File: src/rtl/mem_controller.sv
// Byte-serial memory controller: round-robin arbitration between ICache fetches and
// LSB loads/stores onto a single 8-bit RAM/IO port, one byte per cycle.
module mem_controller #(
  parameter logic [31:0] IO_BASE = 32'h30000
) (
  input  logic        clockIn,
  input  logic        resetIn,
  input  logic        readyIn,
  input  logic        clearIn,
  input  logic        icFlagIn,
  input  logic [31:0] icAddrIn,
  output logic        icValidOut,
  output logic [31:0] icDataOut,
  input  logic        lsFlagIn,
  input  logic        lsWriteIn,
  input  logic [31:0] lsAddrIn,
  input  logic [1:0]  lsWidthIn,
  input  logic [31:0] lsDataIn,
  output logic        lsValidOut,
  output logic [31:0] lsDataOut,
  input  logic [7:0]  memDataIn,
  output logic [7:0]  memDataOut,
  output logic [31:0] memAddrOut,
  output logic        memWrOut,
  input  logic        ioBufferFullIn
);

  typedef enum logic [1:0] {IDLE, READ, WRITE, DONE} state_e;

  state_e      state_q;
  logic [31:0] addr_q;
  logic [31:0] wdata_q;
  logic [31:0] acc_q;
  logic [31:0] last_addr_q;
  logic [2:0]  k_q;
  logic [2:0]  n_q;
  logic        wr_q;
  logic        src_ls_q;
  logic        last_ic_q;

  logic [31:0] addr_d;
  logic [2:0]  ls_n;
  logic [1:0]  cap_idx;
  logic        stall;
  logic        abort;
  logic        grant_ic;
  logic        grant_ls;
  logic        done_ok;

  // Address for this cycle; READ stops issuing once all N addresses are out.
  always_comb begin
    addr_d = 32'h0;
    if ((state_q == READ && k_q != n_q) || state_q == WRITE)
      addr_d = addr_q + {29'h0, k_q};
  end

  always_comb begin
    case (lsWidthIn)
      2'd0:    ls_n = 3'd1;
      2'd1:    ls_n = 3'd2;
      default: ls_n = 3'd4;
    endcase
  end

  assign cap_idx  = k_q[1:0] - 2'd1;
  assign stall    = (state_q == WRITE) && (addr_d >= IO_BASE) && ioBufferFullIn;
  assign abort    = clearIn && !wr_q && (state_q == READ || state_q == DONE);
  assign grant_ic = icFlagIn && (!lsFlagIn || !last_ic_q);
  assign grant_ls = lsFlagIn && !grant_ic;
  assign done_ok  = readyIn && (state_q == DONE) && !abort;

  // During a pause the previous cycle's address is re-presented so the byte
  // returned after resume still belongs to the address awaiting capture.
  assign memAddrOut = readyIn ? addr_d : last_addr_q;
  assign memWrOut   = readyIn && (state_q == WRITE) && !stall;
  assign memDataOut = (state_q == WRITE) ? wdata_q[{k_q[1:0], 3'b000} +: 8] : 8'h00;
  assign icValidOut = done_ok && !src_ls_q;
  assign lsValidOut = done_ok && src_ls_q;
  assign icDataOut  = icValidOut ? acc_q : 32'h0;
  assign lsDataOut  = lsValidOut ? acc_q : 32'h0;

  always_ff @(posedge clockIn) begin
    if (resetIn) begin
      state_q     <= IDLE;
      addr_q      <= 32'h0;
      wdata_q     <= 32'h0;
      acc_q       <= 32'h0;
      last_addr_q <= 32'h0;
      k_q         <= 3'd0;
      n_q         <= 3'd0;
      wr_q        <= 1'b0;
      src_ls_q    <= 1'b0;
      last_ic_q   <= 1'b0;
    end else if (readyIn) begin
      last_addr_q <= addr_d;
      case (state_q)
        IDLE: begin
          if (grant_ic || grant_ls) begin
            last_ic_q <= grant_ic;
            src_ls_q  <= grant_ls;
            k_q       <= 3'd0;
            acc_q     <= 32'h0;
            if (grant_ic) begin
              addr_q  <= icAddrIn;
              wr_q    <= 1'b0;
              n_q     <= 3'd4;
              wdata_q <= 32'h0;
              state_q <= READ;
            end else begin
              addr_q  <= lsAddrIn;
              wr_q    <= lsWriteIn;
              n_q     <= ls_n;
              wdata_q <= lsDataIn;
              state_q <= lsWriteIn ? WRITE : READ;
            end
          end
        end
        READ: begin
          if (clearIn) begin
            state_q <= IDLE;
          end else begin
            if (k_q != 3'd0)
              acc_q[{cap_idx, 3'b000} +: 8] <= memDataIn;
            if (k_q == n_q)
              state_q <= DONE;
            else
              k_q <= k_q + 3'd1;
          end
        end
        WRITE: begin
          if (!stall) begin
            if (k_q == n_q - 3'd1)
              state_q <= DONE;
            else
              k_q <= k_q + 3'd1;
          end
        end
        DONE: begin
          state_q <= IDLE;
        end
        default: begin
          state_q <= IDLE;
        end
      endcase
    end
  end

endmodule

File: config.mk
export PLATFORM = sky130hd
export DESIGN_NAME = mem_controller
export DESIGN_NICKNAME = d
export VERILOG_FILES = /design/src/rtl/mem_controller.sv
export SDC_FILE = /design/constraint.sdc
export NUM_CORES = 1
export LEC_CHECK = 0
export ABC_AREA = 1
export ABC_CLOCK_PERIOD_IN_PS = 3350
export BUFFER_PORTS_ARGS = -buffer_cell sky130_fd_sc_hd__buf_2
export CORE_ASPECT_RATIO = 1.75
export CORE_MARGIN = 2
export CORE_UTILIZATION = 45
export DETAILED_ROUTE_END_ITERATION = 10
export HOLD_SLACK_MARGIN = 0.02
export PLACE_DENSITY = 0.71
export SLEW_MARGIN = 40
export SYNTH_ARGS = -nofsm -noshare
export SYNTH_HDL_FRONTEND = slang
export SYNTH_SLANG_ARGS = --single-unit
File: constraint.sdc
create_clock -name clockIn -period 3.35 [get_ports clockIn]
set_clock_uncertainty 0.2 [all_clocks]
set_input_delay 0.5025 -clock clockIn [delete_from_list [all_inputs] [get_ports clockIn]]
set_output_delay 0.5025 -clock clockIn [all_outputs]
set_load 0.03 [all_outputs]
==> results.py, run 1 <==
metrics = {
    "pwr": {
        "power_density_nw_per_um2": 499,
        "p_leak_nw": 4.44,
        "vdd_drop_max_uv": 293,
        "total_power_of_the_final_layout_mw": 4.94,
    },
    "clock_tree": {
        "cts_hold_buffers": 0,
        "cts_num_sinks": 139,
        "cts.htree.levels": 4,
        "clk_latency_ns": 0.42,
        "cts_tree": "built",
        "cts_made_buffers": 17,
        "cts.reportedPaths.clkPinSlew_ns": 0.07,
        "cts_max_path_bufs": 2,
        "root_buffer": "sky130_fd_sc_hd__clkbuf_16",
    },
    "worst_setup_path": {
        "critical_path_required_ns": 2.65,
        "critPathLaunchType": "flop",
        "timing_worst_setup_path_type": "reg -> out",
        "worst_ep_arrival_ns": 2.67,
        "worstPathMaxFanout": 3,
        "endpoint_kind": "output port",
    },
    "final_layout": {
        "drive_gt1_share_pct": 27.4,
        "stdcell_area_sq_um": 9900,
        "synth_to_layout_area_growth_pct": 30.5,
        "antennaDiodeCount": 0,
        "final_net_count": 1525,
    },
    "logic_synthesis": {
        "synth_xor_area_share_pct": 1.50,
        "synthCells": 1170,
        "synth_compound_gate_area_share_pct": 19.4,
        "yosysWarningCount": 0,
        "post_synth_num_cell_types": 39,
        "netlist_area_sq_um": 7590,
        "syn_area_per_cell_sq_um": 6.48,
        "seq_area_frac_synth_pct": 36.7,
        "synth_simple_gate_area_share_pct": 30.6,
        "postSynthNetCount": 1298,
        "synth_adder_area_share_pct": 2.41,
        "synth_top_family_by_area": "simple AND/OR/NAND/NOR gates",
        "yosys_register_bits": 139,
        "post_synth_mux_area_share_pct": 0,
    },
    "drt": {
        "dr.pass1.iters": 5,
        "route.final.wire_length_mm": 24.7,
        "remaining_design_rule_violation_count": 0,
        "vias": 8416,
        "via_per_inst": 5.15,
        "initialDrtViolationCount": 421,
        "detail_route.wl_per_cell_microns": 15.1,
        "drtAntennaViolNets": 0,
    },
    "worst_hold_path": {
        "hp-class": "in -> reg",
    },
    "grt": {
        "grt_max_degree": 87,
        "grt_overflow_total": 0,
        "antenna_found_initial": 0,
        "first_global_vias": 7783,
        "grt_first_pass_wirelength_mm": 37.7,
        "grt.total_usage_pct": 26.7,
    },
    "sta": {
        "hold_viol_final": 0,
        "clock.fmax_ghz": 0.297,
        "min_period_ns": 3.37,
        "timing.slew.headroom_pct": 47.2,
        "setup-violations-final": 1,
        "final_min_period_over_clock_period_pct": 101,
        "maxSlewViolCount": 0,
        "setup_repair_after_global_routing_missed_its_margin": "yes",
        "setup_slack_ns": -0.0198,
        "slew_at_the_pin_closest_to_its_max_slew_limit_ns": 0.792,
    },
    "floorplan": {
        "core_sq_um": 16400,
        "chipWidth_microns": 102,
        "rows": 62,
        "start_util_pct": 46.1,
        "boundaryPins": 221,
        "die_y_microns": 176,
        "fp.dieArea_sq_um": 18000,
    },
    "placement": {
        "finalWeightedCongestion": 0.996,
        "place.detailed.hpwl_mm": 18.5,
        "port_buffers": 220,
        "dpl_cell_area_sq_um": 8920,
    },
    "status": {
        "run_status": "complete, but fails checks",
        "violations": "setup timing",
    },
    "run": {
        "maxCapViolations": 0,
    },
}
registers in the layout, indices dropped and copies added, names as in the netlist:
signal / flops
k_q: 3
n_q: 3
src_ls_q: 1
acc_q: 32
wdata_q: 32
last_ic_q: 1
addr_q: 32
last_addr_q: 32
state_q: 2
wr_q: 1
area by class of cell:
type | count | area [sq um]
fillers | 1676 | 6540
clock inverters | 15 | 128
well taps | 224 | 280
clock buffers | 17 | 425
flip-flops and latches | 139 | 2790
repair buffers | 266 | 1490
multi-input cells | 847 | 4320
inverters | 126 | 477
worst max-delay path, cell delays in order, from the launching register on:
cell	delay [ns]
sky130_fd_sc_hd__dfxtp_2	0.35
sky130_fd_sc_hd__ha_4	0.14
sky130_fd_sc_hd__inv_2	0.03
sky130_fd_sc_hd__fa_2	0.34
sky130_fd_sc_hd__inv_2	0.09
sky130_fd_sc_hd__nand2_2	0.08
sky130_fd_sc_hd__nand2_4	0.09
sky130_fd_sc_hd__nand2_2	0.06
sky130_fd_sc_hd__nor2_4	0.11
sky130_fd_sc_hd__nand3_2	0.10
sky130_fd_sc_hd__nand3_1	0.11
sky130_fd_sc_hd__nand2_1	0.07
sky130_fd_sc_hd__nor2_2	0.11
sky130_fd_sc_hd__nand2_1	0.05
sky130_fd_sc_hd__inv_1	0.06
sky130_fd_sc_hd__nand2_2	0.06
sky130_fd_sc_hd__nand2_4	0.07
sky130_fd_sc_hd__nand2_2	0.05
sky130_fd_sc_hd__nor2_2	0.11
sky130_fd_sc_hd__buf_6	0.15
synthesized netlist by cell type:
master	number	area share [%]
sky130_fd_sc_hd__nand2_1	289	14
sky130_fd_sc_hd__nor2_1	187	9.3
sky130_fd_sc_hd__dfxtp_1	139	37
sky130_fd_sc_hd__inv_1	117	5.8
sky130_fd_sc_hd__a21oi_1	101	6.7
sky130_fd_sc_hd__o21ai_0	72	4.7
sky130_fd_sc_hd__clkbuf_1	53	2.6
sky130_fd_sc_hd__nand3_1	40	2.6
sky130_fd_sc_hd__a31oi_1	32	2.6
sky130_fd_sc_hd__a211oi_1	28	2.8
sky130_fd_sc_hd__ha_1	13	2.1
sky130_fd_sc_hd__a22oi_1	11	1.1
sky130_fd_sc_hd__nand2_2	8	0.66
sky130_fd_sc_hd__nand4_1	8	0.66
sky130_fd_sc_hd__nor2_2	8	0.66
sky130_fd_sc_hd__nor2_4	8	1.2
sky130_fd_sc_hd__inv_2	7	0.35
sky130_fd_sc_hd__xnor2_1	7	0.81
sky130_fd_sc_hd__o21ai_1	6	0.40
sky130_fd_sc_hd__xor2_1	6	0.69
sky130_fd_sc_hd__buf_2	3	0.20
sky130_fd_sc_hd__nor3_1	3	0.20
sky130_fd_sc_hd__o21a_1	3	0.30
sky130_fd_sc_hd__o22ai_1	3	0.25
sky130_fd_sc_hd__buf_6	2	0.30
sky130_fd_sc_hd__nand2_4	2	0.30
sky130_fd_sc_hd__nand3_2	2	0.26
sky130_fd_sc_hd__a21oi_2	1	0.12
sky130_fd_sc_hd__a221oi_1	1	0.12
sky130_fd_sc_hd__buf_1	1	0.049
sky130_fd_sc_hd__clkinv_1	1	0.049
sky130_fd_sc_hd__clkinv_2	1	0.066
sky130_fd_sc_hd__fa_1	1	0.26
sky130_fd_sc_hd__nand3_4	1	0.23
sky130_fd_sc_hd__nand3b_1	1	0.099
sky130_fd_sc_hd__nor3_2	1	0.13
sky130_fd_sc_hd__o211ai_1	1	0.099
sky130_fd_sc_hd__o21bai_1	1	0.099
sky130_fd_sc_hd__o221a_2	1	0.15
through the flow:
stage	setup slack, ns	setup TNS (ns)	std cells	hold WS [ns]	util, %
2_1_floorplan	0.00284	0	1170	0.237	-
3_3_place_gp	0.160	0	1577	0.248	54.1
3_5_place_dp	0.0832	0	1577	0.250	54.2
4_1_cts	-0.0500	-0.0601	1627	0.108	59.0
5_1_grt	-0.139	-0.274	1634	0.119	60.2
6_report	-0.0198	-0.0198	1634	0.116	60.2
metal layers:
layer / routed length (microns) / part of all wire (%) / GRT usage, %
met5: 0 / 0 / 0
met4: 1540 / 6.2 / 17.0
met3: 1260 / 5.1 / 4.38
met2: 12700 / 52 / 48.5
met1: 9150 / 37 / 27.6
timing repair:
item                                    CTS  global route
endpoints found under the setup margin   11            16
setup buffers                            18             6
gates cloned                              0             1
gates resized for setup                  31            36
pin swaps                                16            15
kinds of logic (layout without fill, tap and decap cells):
logic type                 Yosys count  after routing
adders and majority gates           14             14
xor gates and xnor gates            13             13
DFF                                139            139
AOI/OAI and AO/OA                  261            261
buffers and inverters              185            424
and+or+nand+nor                    558            559
final timing paths:
kind,start,end,slack [ns],cells past startpoint
worst max register to register,addr_q[0]$_SDFFE_PP0P_,k_q[2]$_SDFFE_PP0P_,0.61,20
worst min-delay path,lsDataIn[6],wdata_q[6]$_SDFFE_PP0P_,0.12,3
worst max-delay path,addr_q[0]$_SDFFE_PP0P_,memWrOut,-0.02,19
worst min register to register,last_addr_q[18]$_SDFF_PP0_,last_addr_q[18]$_SDFF_PP0_,0.26,2
power breakdown:
part	leakage [nW]	switching, mW	internal, mW
clock network	0.267	0.813	0.973
logic	3.03	0.801	0.402
registers	1.14	0.123	1.83
total	4.44	1.74	3.21
cells in the final DEF (no fill, tap or decap), drive strengths merged:
master | synthesis | final
a211oi | 28 | 28
a21oi | 102 | 102
a221oi | 1 | 1
a22oi | 11 | 11
a31oi | 32 | 32
buf | 6 | 264
clkbuf | 53 | 19
clkinv | 2 | 5
clkinvlp | 0 | 3
dfxtp | 139 | 139
fa | 1 | 1
ha | 13 | 13
inv | 124 | 133
nand2 | 299 | 300
nand3 | 43 | 43
nand3b | 1 | 1
nand4 | 8 | 8
nor2 | 203 | 203
nor3 | 4 | 4
o211ai | 1 | 1
o21a | 3 | 3
o21ai | 78 | 78
o21bai | 1 | 1
o221a | 1 | 1
o22ai | 3 | 3
xnor2 | 7 | 7
xor2 | 6 | 6
Note: power is estimated with default switching activity, not from simulation.
==> run 2, diff against run 1 <==
PLACE_DENSITY = not set   (was 0.71)
PLACE_DENSITY_LB_ADDON = 0.25   (was not set)
SETUP_SLACK_MARGIN = 0.2   (was not set)
==> results.py, run 2 (synthesized netlist as in run 1, its figures left out) <==
metrics = {
    "status": {
        "run_status": "complete, no violations",
    },
    "final_layout": {
        "num-fill-cells": 1619,
        "final_net_count": 1526,
        "final_common_cell": "sky130_fd_sc_hd__nand2_1",
        "drive_gt1_share_pct": 29.1,
        "antennaDiodeCount": 0,
        "layout.cells.non_filler": 1635,
        "multi_input_area_sq_um": 4360,
        "seqCellArea_sq_um": 2800,
        "most_frequent_cells_in_the_layout": "sky130_fd_sc_hd__nand2_1 (271), sky130_fd_sc_hd__buf_2 (194), sky130_fd_sc_hd__nor2_1 (183)",
        "synth_to_layout_area_growth_pct": 35.1,
    },
    "drt": {
        "drtAntennaViolNets": 0,
        "via_per_inst": 5.09,
        "dr.pass1.iters": 5,
        "remaining_design_rule_violation_count": 0,
        "initialDrtViolationCount": 446,
        "detail_route.wl_per_cell_microns": 15.6,
        "route.final.wire_length_mm": 25.5,
        "vias": 8325,
    },
    "pwr": {
        "comb_power_share_pct": 23.6,
        "cell_internal_pwr_mw": 3.75,
        "sw_frac_of_total_pct": 30.9,
        "p_leak_nw": 4.54,
        "switching_power_mw": 1.67,
        "power_density_nw_per_um2": 529,
        "clockPowerShare_pct": 40.1,
        "vdd_drop_max_uv": 353,
        "seqPwrFrac_pct": 36.2,
    },
    "clock_tree": {
        "cts.reportedPaths.clkPinSlew_ns": 0.06,
        "cts.htree.levels": 4,
        "cts_tree": "built",
        "cts_max_path_bufs": 2,
        "cts_made_buffers": 17,
        "cts_hold_buffers": 0,
        "root_buffer": "sky130_fd_sc_hd__clkbuf_16",
        "clk_latency_ns": 0.43,
        "cts_num_sinks": 139,
    },
    "placement": {
        "finalWeightedCongestion": 1.04,
        "port_buffers": 220,
        "place.detailed.instances": 1579,
        "place.detailed.hpwl_mm": 19.0,
    },
    "grt": {
        "grt_first_pass_wirelength_mm": 37.3,
        "first_global_vias": 7437,
        "grt_max_degree": 87,
        "grt_overflow_total": 0,
        "grt.total_usage_pct": 27.3,
        "antenna_found_initial": 0,
    },
    "sta": {
        "maxSlewViolCount": 0,
        "timing.slew.headroom_pct": 53.6,
        "final_min_period_over_clock_period_pct": 99.8,
        "clock.fmax_ghz": 0.299,
        "min_period_ns": 3.34,
        "setup-violations-final": 0,
        "slew_at_the_pin_closest_to_its_max_slew_limit_ns": 0.697,
        "hold_viol_final": 0,
        "setup_repair_after_global_routing_missed_its_margin": "yes",
        "sum_of_negative_setup_slack_ns": 0,
    },
    "floorplan": {
        "chipWidth_microns": 102,
        "fp.dieArea_sq_um": 18000,
        "rows": 62,
        "boundaryPins": 221,
        "start_util_pct": 46.1,
        "die_y_microns": 176,
        "core_sq_um": 16400,
    },
    "worst_setup_path": {
        "worst_r2r_endpoint": "k_q[1]$_SDFFE_PP0P_",
        "rrSetupSlack_ns": 0.66,
        "worst_r2r_startpoint": "addr_q[0]$_SDFFE_PP0P_",
        "endpoint_kind": "output port",
        "setup.worst_path.start": "addr_q[0]$_SDFFE_PP0P_",
        "worst_r2r_path_depth": 23,
        "timing_worst_setup_path_type": "reg -> out",
        "worst_ep_arrival_ns": 2.64,
        "worstPathMaxFanout": 3,
        "critical_path_required_ns": 2.65,
        "end_of_the_critical_path": "memAddrOut[30]",
        "critPathLaunchType": "flop",
    },
    "run": {
        "maxCapViolations": 0,
    },
    "worst_hold_path": {
        "hp-class": "in -> reg",
    },
}
run 2: cell count changes in the layout (fill, tap and decap cells not counted), sizes merged:
cell | previous run | this run
buf | 264 | 262
bufinv | 0 | 6
clkbuf | 19 | 27
clkinvlp | 3 | 1
inv | 133 | 125
nand2 | 300 | 299
run 2: stage by stage:
stage	hold slack (ns)	utilization, %	setup slack, ns	cell area, sq um	power, mW
after floorplan	0.237	-	0.214	7600	2.74
after global placement	0.249	54.3	0.124	8920	3.09
after detailed placement	0.251	54.3	0.0787	8940	3.11
after CTS	0.103	59.9	-0.0767	9840	5.32
after global routing	0.112	62.3	-0.124	10300	5.66
final	0.115	62.3	0.00601	10300	5.42
run 2: layer usage:
layer	wire, microns	global-route usage, %	up-vias
met5	0	0	-
met4	1290	16.1	0
met3	1110	4.42	62
met2	14200	51.1	291
met1	8930	27.2	3737
li1	-	-	4235
run 2: final cells by class:
| class | count | area share [%] |
|---|---|---|
| multi-input combinational | 846 | 42.5 |
| sequential | 139 | 27.3 |
| timing repair buffer | 267 | 16.1 |
| inverter | 126 | 4.67 |
| clock buffer | 22 | 4.62 |
| tap | 224 | 2.73 |
| clock inverter | 10 | 2.05 |
| timing repair inverter | 1 | 0.0610 |
run 2: power by group through the flow:
stage | logic, mW | registers (mW) | clock network [mW]
after floorplan | 0.793 | 1.94 | 0
after global placement | 1.11 | 1.98 | 0
after detailed placement | 1.12 | 1.99 | 0
after CTS | 1.16 | 1.96 | 2.20
after global routing | 1.41 | 1.98 | 2.27
final | 1.28 | 1.96 | 2.18
run 2: worst min-delay path by stage:
stage                                    start                    endpoint  slack, ns  cells past startpoint
finish                             lsDataIn[3]     wdata_q[3]$_SDFFE_PP0P_       0.11                      3
global route                       lsDataIn[9]     wdata_q[9]$_SDFFE_PP0P_       0.11                      3
CTS                                lsDataIn[3]     wdata_q[3]$_SDFFE_PP0P_       0.10                      3
detailed placement  last_addr_q[21]$_SDFF_PP0_  last_addr_q[21]$_SDFF_PP0_       0.25                      2
global placement    last_addr_q[27]$_SDFF_PP0_  last_addr_q[27]$_SDFF_PP0_       0.25                      2
floorplan           last_addr_q[18]$_SDFF_PP0_  last_addr_q[18]$_SDFF_PP0_       0.24                      2
run 2: timing repair:
item,in CTS,in global routing
buffers inserted,6,16
endpoints found under the setup margin,28,32
pin swaps,13,31
cloned,0,2
resized for setup,52,95
run 2: worst max-delay path, cell delays in order, from the launching register on:
cell and delay (ns):
sky130_fd_sc_hd__dfxtp_2 0.36, sky130_fd_sc_hd__ha_4 0.14, sky130_fd_sc_hd__inv_2 0.03, sky130_fd_sc_hd__fa_2 0.35
sky130_fd_sc_hd__inv_2 0.09, sky130_fd_sc_hd__nand2_2 0.07, sky130_fd_sc_hd__nand2_4 0.08, sky130_fd_sc_hd__nand3_4 0.08
sky130_fd_sc_hd__nor2_4 0.12, sky130_fd_sc_hd__buf_6 0.11, sky130_fd_sc_hd__nand2_1 0.04, sky130_fd_sc_hd__nand2_1 0.07
sky130_fd_sc_hd__nand3_2 0.06, sky130_fd_sc_hd__buf_4 0.13, sky130_fd_sc_hd__nand2_1 0.10, sky130_fd_sc_hd__inv_1 0.08
sky130_fd_sc_hd__a21oi_2 0.14, sky130_fd_sc_hd__buf_6 0.15
